<file path="config.mk">
export PLATFORM = sky130hd
export DESIGN_NAME = dpram_arbiter
export DESIGN_NICKNAME = d
export VERILOG_FILES = /design/src/rtl/dpram_arb_pkg.sv /design/src/rtl/dpram_arb_rr_arb2.sv /design/src/rtl/dpram_arbiter.sv
export SDC_FILE = /design/constraint.sdc
export NUM_CORES = 1
export LEC_CHECK = 0
export CAP_MARGIN = 20
export CORE_AREA = 2 2 89 91
export CTS_BUF_LIST = sky130_fd_sc_hd__clkbuf_16
export DETAILED_ROUTE_END_ITERATION = 10
export DIE_AREA = 0 0 91 93
export PLACE_DENSITY = 0.69
export SETUP_SLACK_MARGIN = 0.02
export SYNTH_ARGS = -nofsm -noshare
export SYNTH_HDL_FRONTEND = slang
export SYNTH_SLANG_ARGS = --single-unit
</file>
<file path="constraint.sdc">
create_clock -name clk -period 3.51 [get_ports clk]
set_clock_uncertainty 0.1 [all_clocks]
set_input_delay 1.053 -clock clk [delete_from_list [all_inputs] [get_ports clk]]
set_output_delay 1.053 -clock clk [all_outputs]
set_load 0.05 [all_outputs]
</file>
<file path="src/rtl/dpram_arb_pkg.sv">
// Shared types and defaults for the dual-port RAM arbiter.
// Provides req_id_t for last-winner tracking and width defaults.
package dpram_arb_pkg;

  typedef enum logic {
    REQ_A = 1'b0,
    REQ_B = 1'b1
  } req_id_t;

  localparam int ADDR_WIDTH_D = 9;
  localparam int DATA_WIDTH_D = 32;

endpackage

</file>
<file path="src/rtl/dpram_arb_rr_arb2.sv">
// Two-way round-robin arbiter with a one-bit last-winner register.
// Ports: clk, rst (async high), req[1:0] (0=A,1=B), gnt[1:0] (combinational).
module rr_arb2
  import dpram_arb_pkg::*;
(
  input  logic       clk,
  input  logic       rst,
  input  logic [1:0] req,
  output logic [1:0] gnt
);

  req_id_t last;

  always_comb begin
    gnt = 2'b00;
    if (!rst) begin
      unique case (req)
        2'b01:   gnt = 2'b01;
        2'b10:   gnt = 2'b10;
        // contention: whoever did not win last time
        2'b11:   gnt = (last == REQ_B) ? 2'b01 : 2'b10;
        default: gnt = 2'b00;
      endcase
    end
  end

  always_ff @(posedge clk or posedge rst) begin
    if (rst) begin
      last <= REQ_B;
    end else if (gnt[0]) begin
      last <= REQ_A;
    end else if (gnt[1]) begin
      last <= REQ_B;
    end
  end

endmodule

</file>
<file path="src/rtl/dpram_arbiter.sv">
// Arbitrates requesters A and B onto one 1R1W SRAM, read/write independent.
// Ports: a_/b_ request sides, m_ RAM side, rd shared read data.
// Optional DPRAM_ARB_BYPASS_EN forwards same-cycle same-address writes to rd.
module dpram_arbiter
  import dpram_arb_pkg::*;
#(
  parameter int ADDR_WIDTH = ADDR_WIDTH_D,
  parameter int DATA_WIDTH = DATA_WIDTH_D
) (
  input  logic                  clk,
  input  logic                  rst,
  input  logic                  a_ract,
  input  logic                  b_ract,
  input  logic [ADDR_WIDTH-1:0] a_ra,
  input  logic [ADDR_WIDTH-1:0] b_ra,
  output logic                  a_rgnt,
  output logic                  b_rgnt,
  output logic                  a_rvalid,
  output logic                  b_rvalid,
  output logic [DATA_WIDTH-1:0] rd,
  input  logic                  a_wact,
  input  logic                  b_wact,
  input  logic [ADDR_WIDTH-1:0] a_wa,
  input  logic [ADDR_WIDTH-1:0] b_wa,
  input  logic [DATA_WIDTH-1:0] a_wdw,
  input  logic [DATA_WIDTH-1:0] b_wdw,
  output logic                  a_wgnt,
  output logic                  b_wgnt,
  output logic                  m_ract,
  output logic [ADDR_WIDTH-1:0] m_ra,
  input  logic [DATA_WIDTH-1:0] m_rdr,
  output logic                  m_wact,
  output logic [ADDR_WIDTH-1:0] m_wa,
  output logic [DATA_WIDTH-1:0] m_wdw
);

  logic [1:0] rgnt;
  logic [1:0] wgnt;

  rr_arb2 u_rarb (
    .clk (clk),
    .rst (rst),
    .req ({b_ract, a_ract}),
    .gnt (rgnt)
  );

  rr_arb2 u_warb (
    .clk (clk),
    .rst (rst),
    .req ({b_wact, a_wact}),
    .gnt (wgnt)
  );

  assign a_rgnt = rgnt[0];
  assign b_rgnt = rgnt[1];
  assign a_wgnt = wgnt[0];
  assign b_wgnt = wgnt[1];
  assign m_ract = |rgnt;
  assign m_wact = |wgnt;

  always_comb begin
    m_ra  = '0;
    m_wa  = '0;
    m_wdw = '0;
    unique case (1'b1)
      rgnt[0]: m_ra = a_ra;
      rgnt[1]: m_ra = b_ra;
      default: m_ra = '0;
    endcase
    unique case (1'b1)
      wgnt[0]: begin
        m_wa  = a_wa;
        m_wdw = a_wdw;
      end
      wgnt[1]: begin
        m_wa  = b_wa;
        m_wdw = b_wdw;
      end
      default: begin
        m_wa  = '0;
        m_wdw = '0;
      end
    endcase
  end

  always_ff @(posedge clk or posedge rst) begin
    if (rst) begin
      a_rvalid <= 1'b0;
      b_rvalid <= 1'b0;
    end else begin
      a_rvalid <= rgnt[0];
      b_rvalid <= rgnt[1];
    end
  end

`ifdef DPRAM_ARB_BYPASS_EN
  logic                  hit;
  logic [DATA_WIDTH-1:0] byp;

  // RAM is read-before-write; capture the colliding write to forward it
  always_ff @(posedge clk or posedge rst) begin
    if (rst) begin
      hit <= 1'b0;
      byp <= '0;
    end else begin
      hit <= m_ract && m_wact && (m_ra == m_wa);
      byp <= m_wdw;
    end
  end

  assign rd = hit ? byp : m_rdr;
`else
  assign rd = m_rdr;
`endif

endmodule

</file>
==> flow_metrics.tcl <==
set metrics [dict create \
    cp.required_ns 2.36 \
    drc_errors 0 \
    yosys_most_used_dff "dfstp_2" \
    crit_family "buffers and inverters" \
    holdWs_ns 0.4398 \
    cts_htree_levels 1 \
    period_share_pct 97.32 \
    synth_area_leader_cell "a32oi_1" \
    r2r_start "u_warb.last$_DFFE_PP1P_" \
    timing.rr.end "u_warb.last$_DFFE_PP1P_" \
    holdCritPathClass "reg2reg" \
    fp.dieH_um 93 \
    clk_latency_ns 0.22 \
    rrSetupSlack_ns 2.23 \
    crit_cells 7 \
    synthToLayoutAreaGrowth_pct 176.5 \
    die_w_um 91 \
    cts_tree "done" \
    cp_max_fo 10 \
    worstRegToRegCells 3 \
    num_rows 32 \
    max_freq_mhz 292.8 \
    synth_cell_types 19 \
    core_area_um2 7527 \
    gp_congestion 0.7567 \
    p_leak_uw 0.001345 \
    slew_headroom_pct 58.22 \
    netlist_top_cells_count "54 x nor2_1, 50 x a32oi_1, 32 x buf_4, 6 x buf_2, 6 x buf_6" \
    dr.first_iter.drc_count 54 \
    start_kind "input port" \
    ys_seq_area_share_pct 8.143 \
    tns_ns 0 \
    port_buffers 163 \
    dieArea_um2 8463 \
    status "finished, final reports clean" \
    async_reset_ff_share_pct 100.0 \
    via_count 1913 \
    grt_usage_pct 14.85 \
    pre_cts_slack_ns -0.1603 \
    clk_pin_slew_ns 0.03 \
    antenna_found_initial 0 \
    worst-path-buf-inv 4 \
    finalInstanceArea_um2 3483 \
    grt_pass1_wl_mm 10.29 \
    drtAntennaViolNets 0 \
    syn_nets 314 \
    synth_edf_count 0 \
    slowest_stage "bufbuf_16" \
    cts.sinks 4 \
    cp-end-kind "primary output" \
    numCtsBuffers 3 \
    finalSetupViolations 0 \
    ir_drop_v 0.0002659 \
    critical_path.startpoint "a_wact" \
    synth.most_common_cell "nor2_1" \
    hold_violations 0 \
    start_util_pct 16.74 \
    syn_area_um2 1260 \
    nets 445 \
    final_layout_size_suffix_gt1_share_pct 30.39 \
    syn_avg_cell_area_um2 7.159 \
    max_stage_delay_ns 0.26 \
    syn_inst 176 \
    ys_top_cells_by_area "a32oi_1 35%, buf_4 19%, nor2_1 16%, buf_6 5.4%, buf_8 4.8%" \
    crit_path_end "m_wdw[18]" \
    grt_max_degree 55 \
    via_per_inst 4.689 \
    diodes 0 \
    critPathKind "in2out" \
    drv_cap 0 \
    placed_cell_area_um2 3267 \
    hp-start "u_rarb.last$_DFFE_PP1P_" \
    cts_root_buf "clkbuf_16" \
    cts_buffer_depth 2 \
    worst_slew_pin_slew_ns 0.6267 \
    wl_per_cell_um 16.42 \
    overflow 0 \
    synth_top_area_share_pct 34.76 \
    ys_ff_latch 4 \
    n_fill_cell 724 \
    rsz0062_at_grt "no" \
    drt-total-wl_mm 6.700 \
    period_minus_slack_ns 3.416 \
    worstPathCellList "clkdlybuf4s15_2, a21boi_4, buf_6, bufbuf_16, a32oi_1, nor2_1, buf_12" \
    dp_hpwl_mm 4.884 \
    grt_pass1_vias 2022 \
    fin_ws_ns 0.09414 \
    slew_violations 0 \
    yosysWarnings 0 \
    drt_pass1_iterations 4 \
    powerDensity_nw_per_um2 274.7 \
    ios 228 \
    critical_path_arrival_ns 2.26 \
]
-- flip-flops by register name (all words and copies together), names as in the netlist --
register     flops
a_rvalid         1
b_rvalid         1
u_warb.last      1
u_rarb.last      1
-- worst min path at each step --
| stage | end | cells past startpoint |
|---|---|---|
| final | u_rarb.last$_DFFE_PP1P_ | 1 |
| after CTS | u_rarb.last$_DFFE_PP1P_ | 2 |
| after global routing | u_rarb.last$_DFFE_PP1P_ | 2 |
| after detailed placement | u_warb.last$_DFFE_PP1P_ | 2 |
| after global placement | u_warb.last$_DFFE_PP1P_ | 2 |
| after floorplan | u_warb.last$_DFFE_PP1P_ | 2 |
-- cell usage in the layout (no fill, tap or decap), drive strengths merged, types with 3 or more instances in the layout --
| master | n |
|---|---|
| buf | 71 |
| nor2 | 54 |
| inv | 3 |
| clkdlybuf4s50 | 102 |
| a32oi | 50 |
| clkbuf | 6 |
-- worst register-to-register path, stage by stage (launching register included) --
cell and delay, ns:
dfstp_2 0.56, nand2b_1 0.24, buf_12 0.19, o21ai_0 0.09
-- cell type report --
cell class | count | area, um^2 | area share, %
repair buffers | 180 | 2412 | 69.25
multi-input cells | 116 | 754.5 | 21.66
well taps | 102 | 127.6 | 3.664
flip-flops and latches | 4 | 102.6 | 2.945
clock buffers | 3 | 75.07 | 2.155
inverters | 2 | 7.507 | 0.2155
clock inverters | 1 | 3.754 | 0.1078
-- per-layer routing --
metal,wire (um),track usage (%),vias up
met5,0,0,-
met4,46,2.525,0
met3,624,4.674,10
met2,3547,28.77,107
met1,2481,15.92,904
li1,-,-,892
-- cell families (layout without fill, tap and decap cells) --
kind of cell    Yosys count  count (layout)  share of synthesized area, %
flops                     4               4                         8.143
compound gates           56              56                         38.83
simple gates             60              60                         19.07
buf+inv                  56             186                         33.96
-- report_power, final --
part	internal, uW	total [uW]	leakage, uW	switching [uW]
Sequential	56.1	62.5	0.0000474	6.41
Combinational	364	711	0.00126	347
Clock	147	183	0.0000423	36.0
-- through the flow --
| stage | power (uW) | utilization (%) | cells |
|---|---|---|---|
| floorplan | 484.3 | - | 176 |
| global route | 1001 | 46.28 | 408 |
| CTS | 962.1 | 45.93 | 407 |
| finish | 957.0 | 46.28 | 408 |
| global placement | 732.2 | 43.40 | 397 |
| detailed placement | 740.7 | 43.40 | 397 |
-- repair_timing --
| action | 4_1_cts | 5_1_grt |
|---|---|---|
| pin swaps | 9 | 3 |
| hold endpoints to repair | 0 | 0 |
| gates resized for setup | 15 | 9 |
| setup endpoints to repair | 45 | 16 |
| cloned | 3 | 0 |
| hold buffers | 0 | 0 |
| buffers inserted | 3 | 1 |
Power figures use the tool's default switching activity.
